--- src/rtl/bsg_concentrate_pkg.sv ---
// bsg_concentrate_pkg
//   Shared definitions for the dynamic bit concentrator.
//   - out_state_e : occupancy of the single-entry output register.
//   - count_width : bits needed to hold a popcount of a width-bit mask.
package bsg_concentrate_pkg;

   typedef enum logic [0:0] {
      OUT_EMPTY = 1'b0,
      OUT_FULL  = 1'b1
   } out_state_e;

   function automatic int count_width(input int width);
      return $clog2(width + 1);
   endfunction

endpackage

--- src/rtl/bsg_concentrate_dynamic_core.sv ---
// bsg_concentrate_dynamic_core
//   Purely combinational compaction datapath. Every input bit gets the
//   number of set mask bits below it (prefix popcount); that number is the
//   output slot the bit lands in. Each output bit is then a one-hot OR-mux
//   over the input bits whose slot equals its index.
// Ports:
//   mask_i  [width_p]       selection mask, bit k=1 selects data_i[k]
//   data_i  [width_p]       word to compact
//   data_o  [out_width_p]   compacted word, unused upper bits are 0
//   count_o [clog2(w+1)]    popcount of mask_i
module bsg_concentrate_dynamic_core
   import bsg_concentrate_pkg::*;
#(
   parameter int width_p     = 32,
   parameter int out_width_p = 16
)
(
   input  logic [width_p-1:0]           mask_i,
   input  logic [width_p-1:0]           data_i,
   output logic [out_width_p-1:0]       data_o,
   output logic [$clog2(width_p+1)-1:0] count_o
);

   localparam int count_w_lp = count_width(width_p);

   // prefix_s[i] = number of set mask bits strictly below index i
   logic [count_w_lp-1:0] prefix_s [width_p+1];

   // Running prefix popcount over the mask.
   always_comb begin
      prefix_s[0] = {count_w_lp{1'b0}};
      for (int i = 0; i < width_p; i++) begin
         prefix_s[i+1] = prefix_s[i] + count_w_lp'(mask_i[i]);
      end
   end

   // One-hot mux per output bit; selected bits whose slot is at or beyond
   // out_width_p match no output index and are therefore dropped.
   always_comb begin
      data_o = {out_width_p{1'b0}};
      for (int j = 0; j < out_width_p; j++) begin
         for (int i = 0; i < width_p; i++) begin
            data_o[j] = data_o[j]
                      | (mask_i[i] & data_i[i] & (prefix_s[i] == count_w_lp'(j)));
         end
      end
   end

   assign count_o = prefix_s[width_p];

endmodule

--- src/rtl/bsg_concentrate_dynamic.sv ---
// bsg_concentrate_dynamic
//   Runtime-programmable bit concentrator with a registered, flow-controlled
//   output. Holds the mask register, a single-entry output register and the
//   valid/ready (in) and valid/yumi (out) handshake.
// Ports:
//   clk_i, reset_i       clock, synchronous active-high reset
//   cfg_v_i, cfg_mask_i  mask write strobe and new mask (always accepted)
//   v_i, data_i, ready_o input handshake; accepted when v_i & ready_o
//   v_o, data_o, yumi_i  output handshake; consumer takes word on yumi_i
//   count_o              popcount of the current mask
//   overflow_o           current mask selects more bits than out_width_p
module bsg_concentrate_dynamic
   import bsg_concentrate_pkg::*;
#(
   parameter int                 width_p      = 32,
   parameter int                 out_width_p  = 16,
   parameter logic [width_p-1:0] reset_mask_p = width_p'(32'h0000_EDBF)
)
(
   input  logic                         clk_i,
   input  logic                         reset_i,
   input  logic                         cfg_v_i,
   input  logic [width_p-1:0]           cfg_mask_i,
   input  logic                         v_i,
   input  logic [width_p-1:0]           data_i,
   output logic                         ready_o,
   output logic                         v_o,
   output logic [out_width_p-1:0]       data_o,
   input  logic                         yumi_i,
   output logic [$clog2(width_p+1)-1:0] count_o,
   output logic                         overflow_o
);

   localparam int                    count_w_lp   = count_width(width_p);
   localparam logic [count_w_lp-1:0] out_width_lp = count_w_lp'(out_width_p);

   logic [width_p-1:0]     mask_r;
   out_state_e             state_r;
   out_state_e             state_s;
   logic [out_width_p-1:0] data_r;
   logic [out_width_p-1:0] core_data_s;
   logic [count_w_lp-1:0]  core_count_s;
   logic                   accept_s;
   logic                   yumi_s;
   logic                   ready_s;

   bsg_concentrate_dynamic_core #(
      .width_p     (width_p),
      .out_width_p (out_width_p)
   ) core (
      .mask_i  (mask_r),
      .data_i  (data_i),
      .data_o  (core_data_s),
      .count_o (core_count_s)
   );

   // A yumi with nothing to take is ignored rather than corrupting state.
   assign yumi_s   = yumi_i & (state_r == OUT_FULL);
   assign ready_s  = ~reset_i & ((state_r == OUT_EMPTY) | yumi_s);
   assign accept_s = v_i & ready_s;

   // Output register occupancy: load on accept, drain on yumi, else hold.
   always_comb begin
      state_s = state_r;
      case (state_r)
         OUT_EMPTY: begin
            if (accept_s) begin
               state_s = OUT_FULL;
            end else begin
               state_s = OUT_EMPTY;
            end
         end
         OUT_FULL: begin
            if (accept_s) begin
               state_s = OUT_FULL;
            end else if (yumi_s) begin
               state_s = OUT_EMPTY;
            end else begin
               state_s = OUT_FULL;
            end
         end
         default: begin
            state_s = OUT_EMPTY;
         end
      endcase
   end

   // Mask, occupancy and output data registers. The core sees mask_r, so a
   // word accepted alongside a mask write is compacted with the old mask.
   always_ff @(posedge clk_i) begin
      if (reset_i) begin
         mask_r  <= reset_mask_p;
         state_r <= OUT_EMPTY;
         data_r  <= {out_width_p{1'b0}};
      end else begin
         if (cfg_v_i) begin
            mask_r <= cfg_mask_i;
         end
         state_r <= state_s;
         if (accept_s) begin
            data_r <= core_data_s;
         end
      end
   end

   assign ready_o    = ready_s;
   assign v_o        = (state_r == OUT_FULL);
   assign data_o     = data_r;
   assign count_o    = core_count_s;
   assign overflow_o = (core_count_s > out_width_lp);

endmodule

--- config.mk ---
export PLATFORM = sky130hd
export DESIGN_NAME = bsg_concentrate_dynamic
export DESIGN_NICKNAME = d
export VERILOG_FILES = /design/src/rtl/bsg_concentrate_pkg.sv /design/src/rtl/bsg_concentrate_dynamic_core.sv /design/src/rtl/bsg_concentrate_dynamic.sv
export SDC_FILE = /design/constraint.sdc
export NUM_CORES = 1
export LEC_CHECK = 0
export ABC_CLOCK_PERIOD_IN_PS = 16900
export BUFFER_PORTS_ARGS = -buffer_cell sky130_fd_sc_hd__buf_4
export CORE_ASPECT_RATIO = 0.6
export CORE_MARGIN = 2
export CORE_UTILIZATION = 40
export CTS_CLUSTER_DIAMETER = 100
export DETAILED_ROUTE_END_ITERATION = 10
export MAX_ROUTING_LAYER = met4
export SETUP_SLACK_MARGIN = 0.5
export SYNTH_ARGS = -nofsm -noshare
export SYNTH_HDL_FRONTEND = slang
export SYNTH_SLANG_ARGS = --single-unit
--- constraint.sdc ---
create_clock -name clk_i -period 16.9 [get_ports clk_i]
set_clock_uncertainty 0.05 [all_clocks]
set_input_delay 3.38 -clock clk_i [delete_from_list [all_inputs] [get_ports clk_i]]
set_output_delay 3.38 -clock clk_i [all_outputs]
set_load 0.1 [all_outputs]
After elaboration in Yosys (flattened, before gate mapping)
Cells that the tools add are included.
{ "totals": {"register_bits": 49, "out_inout_bits": 25, "wordCells": 1507} }
{ "classes": {"n_addsub": 31, "n_lt_le_gt_ge": 1, "n_eq_ne": 450, "mux": 4, "n_bitwise": 987, "n_reduce_logical": 31} }
{ "op_table": {"columns": ["operator", "n"], "rows": [
  ["$eq 6x4->1 const B", 240],
  ["$eq 6x3->1 const B", 120],
  ["$and 1x1->1", 517],
  ["$or 1x1->1", 468],
  ["$eq 6x2->1 const B", 60],
  ["$logic_not 6->1", 31],
  ["$add 6x1->6", 30],
  ["$eq 6x1->1 const B", 30],
  ["$gt 6x5->1 const B", 1],
  ["$mux 1", 3],
  ["$add 1x1->2", 1],
  ["$not 1->1", 2],
  ["$pmux 1 s2", 1]
]} }

Depth between registers and ports, before layout
Gate-level depths: netlist (run 1).
{ "logic_depth": {"ltp_word": 33, "ltp_mapped": 43} }

Cells and area by module
From an unflattened synthesis (run 1), not the netlist that was laid out.
{ "hier_totals": {"hier_cells": 1793, "hier_area_um2": 12697.2} }
{ "by_module_without_submodules": {"columns": ["mod", "n_inst", "cells_per_inst", "area_each_um2", "seq_area_each_um2"], "rows": [
  ["bsg_concentrate_dynamic_core", 1, 1612, 10727.8, 0.0],
  ["bsg_concentrate_dynamic", 1, 181, 1969.4, 980.9]
]} }

Least setup slack after synthesis (run 1)
Ideal clock, no wire load.
{ "synth_path": {"path_type": "register to output", "from": "reg mask_r[2]", "to": "out overflow_o", "t_arrival_ns": 14.577, "slack_ns": -1.107, "stages_incl_launch_ff": 43, "cell_sequence": "dfxtp_1 fa_1 ha_1 ha_1 ha_1 ha_1 ha_1 ha_1 ha_1 ha_1 ha_1 ha_1 ha_1 ha_1 ha_1 ha_1 ha_1 ha_1 (+7 left out) ha_1 xnor2_1 nand3_1 o21a_1 o22ai_1 xnor2_1 xnor2_1 nor2_1 or2_2 xnor2_1 xnor2_1 nor2_1 nand2_1 nand2_1 a32oi_1 nor2_1 xnor2_1 nand2b_1"} }
{ "synth_between": {"elab_chain_len": 31} }
{ "synth_rtl": {"columns": ["item", "line_no", "rtl"], "rows": [
  ["start: declaration", "bsg_concentrate_dynamic.sv:37", "logic [width_p-1:0] mask_r;"],
  ["start signal: assignment", "bsg_concentrate_dynamic.sv:92", "mask_r <= reset_mask_p;"],
  ["start signal: assignment", "bsg_concentrate_dynamic.sv:97", "mask_r <= cfg_mask_i;"],
  ["$add 6x1->6 (30 in series)", "bsg_concentrate_dynamic_core.sv:33", "prefix_s[i+1] = prefix_s[i] + count_w_lp'(mask_i[i]);"],
  ["via count_o[5]", "bsg_concentrate_dynamic.sv:30", "output logic [$clog2(width_p+1)-1:0] count_o,"],
  ["$gt 6x5->1", "bsg_concentrate_dynamic.sv:110", "assign overflow_o = (core_count_s > out_width_lp);"],
  ["end: declaration", "bsg_concentrate_dynamic.sv:31", "output logic overflow_o"]
]} }
The timed path passes the listed nets, and every way through them passes these cells.

Worst setup path in the final report (run 1)
{ "layout_path": {"from": "reg mask_r[0]", "to": "out overflow_o"} }
{ "layout_between": {"elab_chain_len": 32} }
{ "layout_rtl": {"columns": ["item", "line_no"], "rows": [
  ["$add 1x1->2", "bsg_concentrate_dynamic_core.sv:33"],
  ["$add 6x1->6 (30 in series)", "bsg_concentrate_dynamic_core.sv:33"],
  ["$gt 6x5->1", "bsg_concentrate_dynamic.sv:110"]
]} }
No other way between the ends.

==> results of run 1 <==
-- state kept, by name, summed over array words and instances (netlist names) --
| register | count |
|---|---|
| data_o | 16 |
| mask_r | 32 |
| v_o | 1 |
-- layout make-up --
| class | instances | share of cell area, % |
|---|---|---|
| diodes | 1 | 0.0178 |
| repair buffers | 133 | 7.15 |
| flip-flops and latches | 49 | 6.98 |
| clock buffers | 6 | 0.916 |
| clock inverters | 2 | 0.276 |
| inverters | 37 | 0.988 |
| well taps | 408 | 3.63 |
| multi-input cells | 1554 | 80.0 |
-- metal layers --
layer  share of wire, %  wire [um]  vias up  track usage (%)
met5                  0          0        -                -
met4               0.92        516        0             3.61
met3                 14       7600       32             10.4
met2                 35      19400      917             40.3
met1                 51      28400     6924             56.9
li1                   -          -     6589                -
-- path summary, 6_finish.rpt --
path	slack, ns	cells past startpoint	to
worst max-delay path	0.99	38	overflow_o
worst min-delay path	0.47	2	data_o[15]
worst max register to register	3.62	39	data_o[7]
worst min register to register	0.47	2	data_o[15]
-- through the flow --
step	hold WS (ns)	area [sq um]	utilization (%)	std cells
after floorplan	0.429	12200	-	1702
after global placement	0.452	13400	44.8	2175
after detailed placement	0.458	13400	44.8	2175
after CTS	0.472	13800	46.2	2188
after global routing	0.502	14100	47.1	2190
final	0.473	14100	47.1	2190
-- worst max-delay path, delay by kind of cell, from the launching register on --
family          cells  cell delay [ns]
xor+xnor            9             2.66
simple gates        5             0.99
buf+inv             2             0.41
compound gates      2             0.68
fa+ha+maj          20             7.03
flops               1             0.36
-- cells by family (layout without fill, tap and decap cells) --
| family | after synthesis | in the layout | synth area share, % |
|---|---|---|---|
| other | 0 | 1 | 0 |
| XOR/XNOR | 176 | 176 | 18.3 |
| buffers and inverters | 99 | 178 | 3.50 |
| AND/OR/NAND/NOR | 852 | 852 | 34.9 |
| flip-flops | 49 | 49 | 8.09 |
| multiplexers | 59 | 59 | 5.12 |
| adder cells (fa/ha/maj) | 64 | 64 | 6.63 |
| AO/OA/AOI/OAI | 403 | 403 | 23.4 |
-- cells in the final DEF (no fill, tap or decap), drive strengths merged, types with 51 or more instances in the layout --
master | Yosys | routed
nand3 | 94 | 94
mux2i | 51 | 51
a21oi | 86 | 86
ha | 61 | 61
o21ai | 69 | 69
nand2 | 224 | 224
nor2 | 196 | 196
xnor2 | 106 | 106
buf | 22 | 133
nor3 | 92 | 92
-- timing repair --
action	in CTS	in global routing
pin swaps	5	5
buffers inserted	5	1
setup endpoints to repair	5	5
resized for setup	32	40
==> impl_metrics.env, run 1 <==
export IMPL_async_reset_ff_share_pct=0
export IMPL_clockBufferDepth=2
export IMPL_cts_tree="yes"
export IMPL_die_w_um=229
export IMPL_routedWlPerCell_um=25.5
export IMPL_via_per_inst=6.60
export IMPL_finalSetupTns_ns=0
export IMPL_synth_seq_area_share_pct=8.09
export IMPL_start_util_pct=40.6
export IMPL_cts_buffers_inserted=5
export IMPL_synthCells=1702
export IMPL_final_layout_size_suffix_gt1_share_pct=16.1
export IMPL_slowest_stage="fa_1"
export IMPL_core_area_sq_um=29900
export IMPL_synth_edf_count=0
export IMPL_cpPeakStageDelay_ns=0.62
export IMPL_multi_input_area_sq_um=11300
export IMPL_dieHeight_um=139
export IMPL_grt_total_usage_pct=34.8
export IMPL_finalSetupViolCount=0
export IMPL_yosysTopAreaCell="dfxtp_1"
export IMPL_nets=1911
export IMPL_path_clk_slew_ns=0.08
export IMPL_die_area_sq_um=31800
export IMPL_place_gp_congestion=1.01
export IMPL_clock_sinks=49
export IMPL_antenna_found_initial=2
export IMPL_dr_pass1_iters=6
export IMPL_synth_most_common_cell="nand2_1"
export IMPL_cts_htree_levels=2
export IMPL_grt_max_degree=35
export IMPL_routed_wl_um=55900
export IMPL_grt_pass1_vias=12791
export IMPL_synth_area_leaders="dfxtp_1 8.1%, nand2_1 6.9%, ha_1 6.3%"
export IMPL_clock_fmax_ghz=0.0629
export IMPL_drc=0
export IMPL_areaGrowthSynthToFinish_pct=16.0
export IMPL_top_level_ports=94
export IMPL_n_fill_cell=3080
export IMPL_hold_viol=0
export IMPL_final_max_slew_viol_count=0
export IMPL_rows=49
export IMPL_yosysUniqueCellTypes=103
export IMPL_rsz0062_at_grt="false"
export IMPL_hold_class="flip-flop to flip-flop"
export IMPL_r2r_start="mask_r[0]"
export IMPL_cp_common_cell="ha_1"
export IMPL_yosys_warnings=0
export IMPL_cp_start_kind="flip-flop"
export IMPL_synthFlopType="dfxtp_1"
export IMPL_syn_area_sq_um=12100
export IMPL_cp_data_required_time_ns=13.47
export IMPL_cts_hold_buffers=0
export IMPL_worstSetupStartpoint="mask_r[0]"
export IMPL_path_max_fanout=9
export IMPL_clkLatencyLatePin_ns=0.31
export IMPL_synth_top_area_share_pct=8.09
export IMPL_post_route_min_period_ns=15.91
export IMPL_pre_cts_slack_ns=0.000693
export IMPL_synth_seq_cells=49
export IMPL_cts_root_buf="clkbuf_16"
export IMPL_finalCritPeriodShare_pct=94.1
export IMPL_antenna_left=0
export IMPL_worst_slew_margin_rel_pct=35.4
export IMPL_grt_pass1_wl_um=82500
export IMPL_num_vias=14462
export IMPL_io_buffers=93
export IMPL_syn_nets=1833
export IMPL_worstHoldStart="data_o[15]"
export IMPL_drt_iter0_markers=2071
export IMPL_maxCapViolCount=0
export IMPL_outcome="finished clean"
export IMPL_seq_area_sq_um=982
export IMPL_crit_path_end_kind="output pin"
export IMPL_worst_slew_pin_slew_ns=0.955
export IMPL_synth_common_cells="222 x nand2_1, 196 x nor2_1, 94 x nand3_1, 92 x nor3_1, 87 x xnor2_1"
export IMPL_crit_arrival_ns=12.48
export IMPL_setup_slack_ns=0.993
export IMPL_grt_overflow=0
export IMPL_place_hpwl_um=46500
export IMPL_syn_area_per_cell_sq_um=7.12
export IMPL_critical_path_class="flip-flop to output pin"
Power of run 1 is left out: the tool's default activity adds up to more than one toggle a clock period on the data nets, which glitch-free logic cannot reach.
==> run 2, diff against run 1 <==
ABC_AREA = 1   (was default)
==> run 2 against run 1 <==
Compared with the run above:
- setup slack better by 0.0098 ns
- die area grew 2.8%
- via count rose by 8.8%
- worst hold slack worse by 0.014 ns
- largest cell class unchanged
- first-iteration DRC count decreased by 4.1%
- cell count rose by 30%
- synthesized cell count is 38% higher
- sequential share of layout area increased by 0.075 points
- critical endpoint unchanged
- fmax about the same
- routed wire length shrank 12%
- utilization shrank 2.0 points
- non-clock buffer count down 35
==> impl_metrics.env, run 2 <==
export IMPL_outcome="finished clean"
export IMPL_areaGrowthSynthToFinish_pct=11.7
export IMPL_antenna_left=0
export IMPL_place_gp_congestion=1.00
export IMPL_rows=50
export IMPL_grt_total_usage_pct=30.7
export IMPL_routedWlPerCell_um=17.2
export IMPL_path_buf_inv=2
export IMPL_cts_tree="yes"
export IMPL_maxCapViolCount=0
export IMPL_final_max_slew_viol_count=0
export IMPL_synth_area_leaders="nand2_1 20%, inv_1 12%, nand3_1 11%"
export IMPL_path_max_fanout=7
export IMPL_worst_slew_margin_rel_pct=23.1
export IMPL_holdWs_ns=0.459
export IMPL_clock_fmax_ghz=0.0629
export IMPL_rsz0062_at_grt="false"
export IMPL_grt_pass1_vias=13908
export IMPL_clockBufferDepth=2
export IMPL_path_clk_slew_ns=0.08
export IMPL_crit_path_end_kind="output pin"
export IMPL_worst_slew_pin_slew_ns=1.12
export IMPL_io_buffers=93
export IMPL_hold_class="flip-flop to flip-flop"
export IMPL_place_hpwl_um=41800
export IMPL_cpPeakStageDelay_ns=0.64
export IMPL_cp_common_cell="ha_1"
export IMPL_slowest_stage="fa_2"
export IMPL_synthCells=2345
export IMPL_num_antenna_cells=0
export IMPL_cp_top_family="adder cells"
export IMPL_finalSetupViolCount=0
export IMPL_post_route_min_period_ns=15.90
export IMPL_syn_area_per_cell_sq_um=5.32
export IMPL_final_cell_mix="647 x nand2_1, 392 x inv_1, 312 x nor2_1"
export IMPL_dieHeight_um=141
export IMPL_critical_path_class="flip-flop to output pin"
export IMPL_finalCritPeriodShare_pct=94.1
export IMPL_finalSetupTns_ns=0
export IMPL_synth_common_cells="650 x nand2_1, 393 x inv_1, 315 x nor2_1, 276 x nand3_1, 101 x nor3_1"
export IMPL_cts_buffers_inserted=5
export IMPL_syn_area_sq_um=12500
export IMPL_synthFlopType="dfxtp_1"
export IMPL_start_util_pct=40.4
export IMPL_yosys_warnings=0
export IMPL_async_reset_ff_share_pct=0
export IMPL_clkLatencyLatePin_ns=0.33
export IMPL_grt_overflow=0
export IMPL_dr_pass1_iters=6
export IMPL_final_layout_size_suffix_gt1_share_pct=13.1
export IMPL_cts_root_buf="clkbuf_16"
export IMPL_grt_max_degree=38
export IMPL_n_fill_cell=3425
export IMPL_drt_iter0_markers=1986
export IMPL_antenna_found_initial=0
export IMPL_num_vias=15741
export IMPL_synth_most_common_cell="nand2_1"
export IMPL_routed_wl_um=49000
export IMPL_yosysUniqueCellTypes=47
export IMPL_cts_htree_levels=2
export IMPL_synth_top_area_share_pct=19.6
export IMPL_largest_register_ffs=32
export IMPL_die_w_um=232
export IMPL_top_level_ports=94
export IMPL_core_area_sq_um=30900
export IMPL_synth_edf_count=0
export IMPL_top_register="mask_r"
export IMPL_syn_nets=2476
export IMPL_clock_sinks=49
export IMPL_utilization_pct=45.1
export IMPL_synth_seq_cells=49
export IMPL_via_per_inst=5.53
export IMPL_hold_viol=0
export IMPL_crit_arrival_ns=12.47
export IMPL_cp_data_required_time_ns=13.47
export IMPL_nets=2558
export IMPL_cp_start_kind="flip-flop"
export IMPL_synth_seq_area_share_pct=7.87
export IMPL_yosysTopAreaCell="nand2_1"
export IMPL_grt_pass1_wl_um=76500
export IMPL_die_area_sq_um=32700
export IMPL_drc=0
export IMPL_final_common_cell="nand2_1"
-- run 2: worst paths after layout --
| kind | cells past startpoint | end | start | slack, ns |
|---|---|---|---|---|
| setup / recovery | 38 | overflow_o | mask_r[0] | 1.00 |
| hold / removal | 2 | mask_r[10] | mask_r[10] | 0.46 |
| setup reg to reg | 43 | data_o[8] | mask_r[0] | 4.70 |
| hold reg to reg | 2 | mask_r[10] | mask_r[10] | 0.46 |
-- run 2: timing repair --
action,in CTS,in global routing
buffers inserted,0,2
setup endpoints to repair,3,6
hold buffers,0,0
cloned,0,0
pin swaps,0,1
gates resized for setup,8,26
-- run 2: tightest hold or removal path: cells and delay by family, from the launching register on --
family,cells,cell delay [ns]
DFF,1,0.34
and+or+nand+nor,2,0.12
-- run 2: cells by family after synthesis --
group | count (synthesis) | share of synthesized area [%]
simple gates | 1642 | 63.4
compound gates | 141 | 7.96
fa+ha+maj | 62 | 6.28
buf+inv | 438 | 13.5
flops | 49 | 7.87
xor+xnor | 13 | 0.973
-- run 2: final cells by class --
type	instances	area, sq um	area share [%]
multi-input combinational	1858	9950	71.4
inverter	415	1560	11.2
sequential	49	983	7.06
timing repair buffer	98	747	5.36
tap	416	520	3.74
clock buffer	5	125	0.898
clock inverter	3	46.3	0.332
-- run 2: per-stage QoR --
stage          std cells  setup WS [ns]  cell area (sq um)
2_1_floorplan       2345          0.684              12500
3_3_place_gp        2834          0.875              13600
4_1_cts             2842          0.517              13800
3_5_place_dp        2834          0.672              13600
5_1_grt             2844          0.499              13900
6_report            2844           1.00              13900
-- run 2: layer usage --
metal  global-route usage [%]  part of all wire (%)
met5                        -                     0
met4                     3.58                  0.90
met3                     6.86                    11
met2                     37.0                    34
met1                     50.0                    54
Power of run 2 is left out for the same reason.
==> run 3, diff against run 2 <==
BUFFER_PORTS_ARGS = default   (was -buffer_cell sky130_fd_sc_hd__buf_4)
DONT_BUFFER_PORTS = 1   (was default)
==> run 3 against run 2 <==
Compared with the run above:
- register-to-register slack worse by 0.12 ns
- critical path depth up 5
- global-route usage down 0.81 points
- cell area down 4.7%
- cell count down 3.0%
- non-clock buffer count down 86
- via count down 1.7%
- critical path type unchanged
- worst hold slack worse by 0.0077 ns
- count of clock-buffer cells in the layout unchanged
- first-iteration DRC count down 13%
- fmax up 0.18%
- critical endpoint unchanged
- sequential cell count unchanged
==> impl_metrics.env, run 3 (synthesis gave the netlist of run 2 again) <==
export IMPL_outcome="finished clean"
export IMPL_top_register="mask_r"
export IMPL_grt_pass1_wl_um=74100
export IMPL_hold_class="flip-flop to flip-flop"
export IMPL_cp_data_required_time_ns=13.47
export IMPL_wl_met2_um=16800
export IMPL_grt_overflow=0
export IMPL_cts_buffers_inserted=5
export IMPL_wl_met3_um=6300
export IMPL_cts_hold_buffers=0
export IMPL_cp_common_cell="ha_1"
export IMPL_dieHeight_um=141
export IMPL_top_level_ports=94
export IMPL_hold_viol=0
export IMPL_grt_max_degree=36
export IMPL_rsz0062_at_grt="false"
export IMPL_crit_arrival_ns=12.44
export IMPL_post_route_min_period_ns=15.87
export IMPL_dr_pass1_iters=6
export IMPL_clock_sinks=49
export IMPL_finalCritPeriodShare_pct=93.9
export IMPL_drc=0
export IMPL_path_clk_slew_ns=0.08
export IMPL_path_buf_inv=2
export IMPL_place_gp_congestion=1.03
export IMPL_n_fill_cell=3504
export IMPL_cpPeakStageDelay_ns=0.64
export IMPL_wirelength_met1_um=25600
export IMPL_core_area_sq_um=30900
export IMPL_die_w_um=232
export IMPL_routed_wl_um=48900
export IMPL_drt_iter0_markers=1737
export IMPL_clock_fmax_ghz=0.0630
export IMPL_crit_path_end_kind="output pin"
export IMPL_areaGrowthSynthToFinish_pct=6.49
export IMPL_antenna_left=0
export IMPL_worst_slew_pin_slew_ns=1.13
export IMPL_rows=50
export IMPL_clockBufferDepth=2
export IMPL_final_max_slew_viol_count=0
export IMPL_cts_tree="yes"
export IMPL_maxCapViolCount=0
export IMPL_final_common_cell="nand2_1"
export IMPL_io_buffers=0
export IMPL_worst_slew_margin_rel_pct=24.7
export IMPL_routedWlPerCell_um=17.7
export IMPL_cts_root_buf="clkbuf_16"
export IMPL_final_layout_size_suffix_gt1_share_pct=10.0
export IMPL_top_layer_used="met4"
export IMPL_critical_path_class="flip-flop to output pin"
export IMPL_start_util_pct=40.4
export IMPL_largest_register_ffs=32
export IMPL_nets=2472
export IMPL_cp_start_kind="flip-flop"
export IMPL_grt_pass1_vias=13338
export IMPL_final_cell_mix="646 x nand2_1, 392 x inv_1, 311 x nor2_1"
export IMPL_die_area_sq_um=32700
export IMPL_cp_top_family="adder cells"
export IMPL_setup_slack_ns=1.03
export IMPL_slowest_stage="fa_2"
export IMPL_grt_total_usage_pct=29.9
export IMPL_path_max_fanout=18
export IMPL_finalSetupViolCount=0
export IMPL_pre_cts_slack_ns=0.705
export IMPL_num_vias=15474
export IMPL_cts_htree_levels=2
export IMPL_antenna_found_initial=1
export IMPL_clkLatencyLatePin_ns=0.31
export IMPL_place_hpwl_um=42100
export IMPL_via_per_inst=5.61
export IMPL_finalSetupTns_ns=0
-- run 3: cell type report --
cell class / instances / area (sq um) / share of cell area (%)
Antenna cell: 1 / 2.50 / 0.0188
Tap cell: 416 / 520 / 3.92
Timing Repair Buffer: 12 / 110 / 0.829
Sequential cell: 49 / 983 / 7.40
Multi-Input combinational cell: 1858 / 9960 / 75.0
Inverter: 415 / 1560 / 11.7
Clock buffer: 5 / 125 / 0.942
Clock inverter: 3 / 17.5 / 0.132
-- run 3: metrics by stage --
step	area (sq um)	instances	util (%)	hold slack [ns]
2_1_floorplan	12500	2345	-	0.405
4_1_cts	13100	2756	42.5	0.451
5_1_grt	13300	2759	43.0	0.483
3_5_place_dp	13000	2748	42.0	0.439
6_report	13300	2759	43.0	0.452
3_3_place_gp	13000	2748	42.0	0.434
-- run 3: tightest hold or removal path: stages (launching register included) --
cell     delay (ns)
dfxtp_1        0.33
nand2_1        0.07
nand3_1        0.05
-- run 3: metal layers --
layer,GRT usage (%),vias up
met5,-,-
met4,2.26,0
met3,8.03,20
met2,35.8,702
met1,48.5,7083
li1,-,7669
-- run 3: path summary, 6_finish.rpt --
check	start	endpoint	slack [ns]	cells past startpoint
worst max-delay path	mask_r[0]	overflow_o	1.03	43
worst min-delay path	mask_r[10]	mask_r[10]	0.45	2
worst max register to register	mask_r[0]	data_o[8]	4.58	43
worst min register to register	mask_r[10]	mask_r[10]	0.45	2
-- run 3: repair_timing --
action	in CTS	in global routing
buffers inserted	0	2
setup endpoints to repair	3	5
resized for setup	5	28
pin swaps	0	1
Power of run 3 is left out for the same reason.
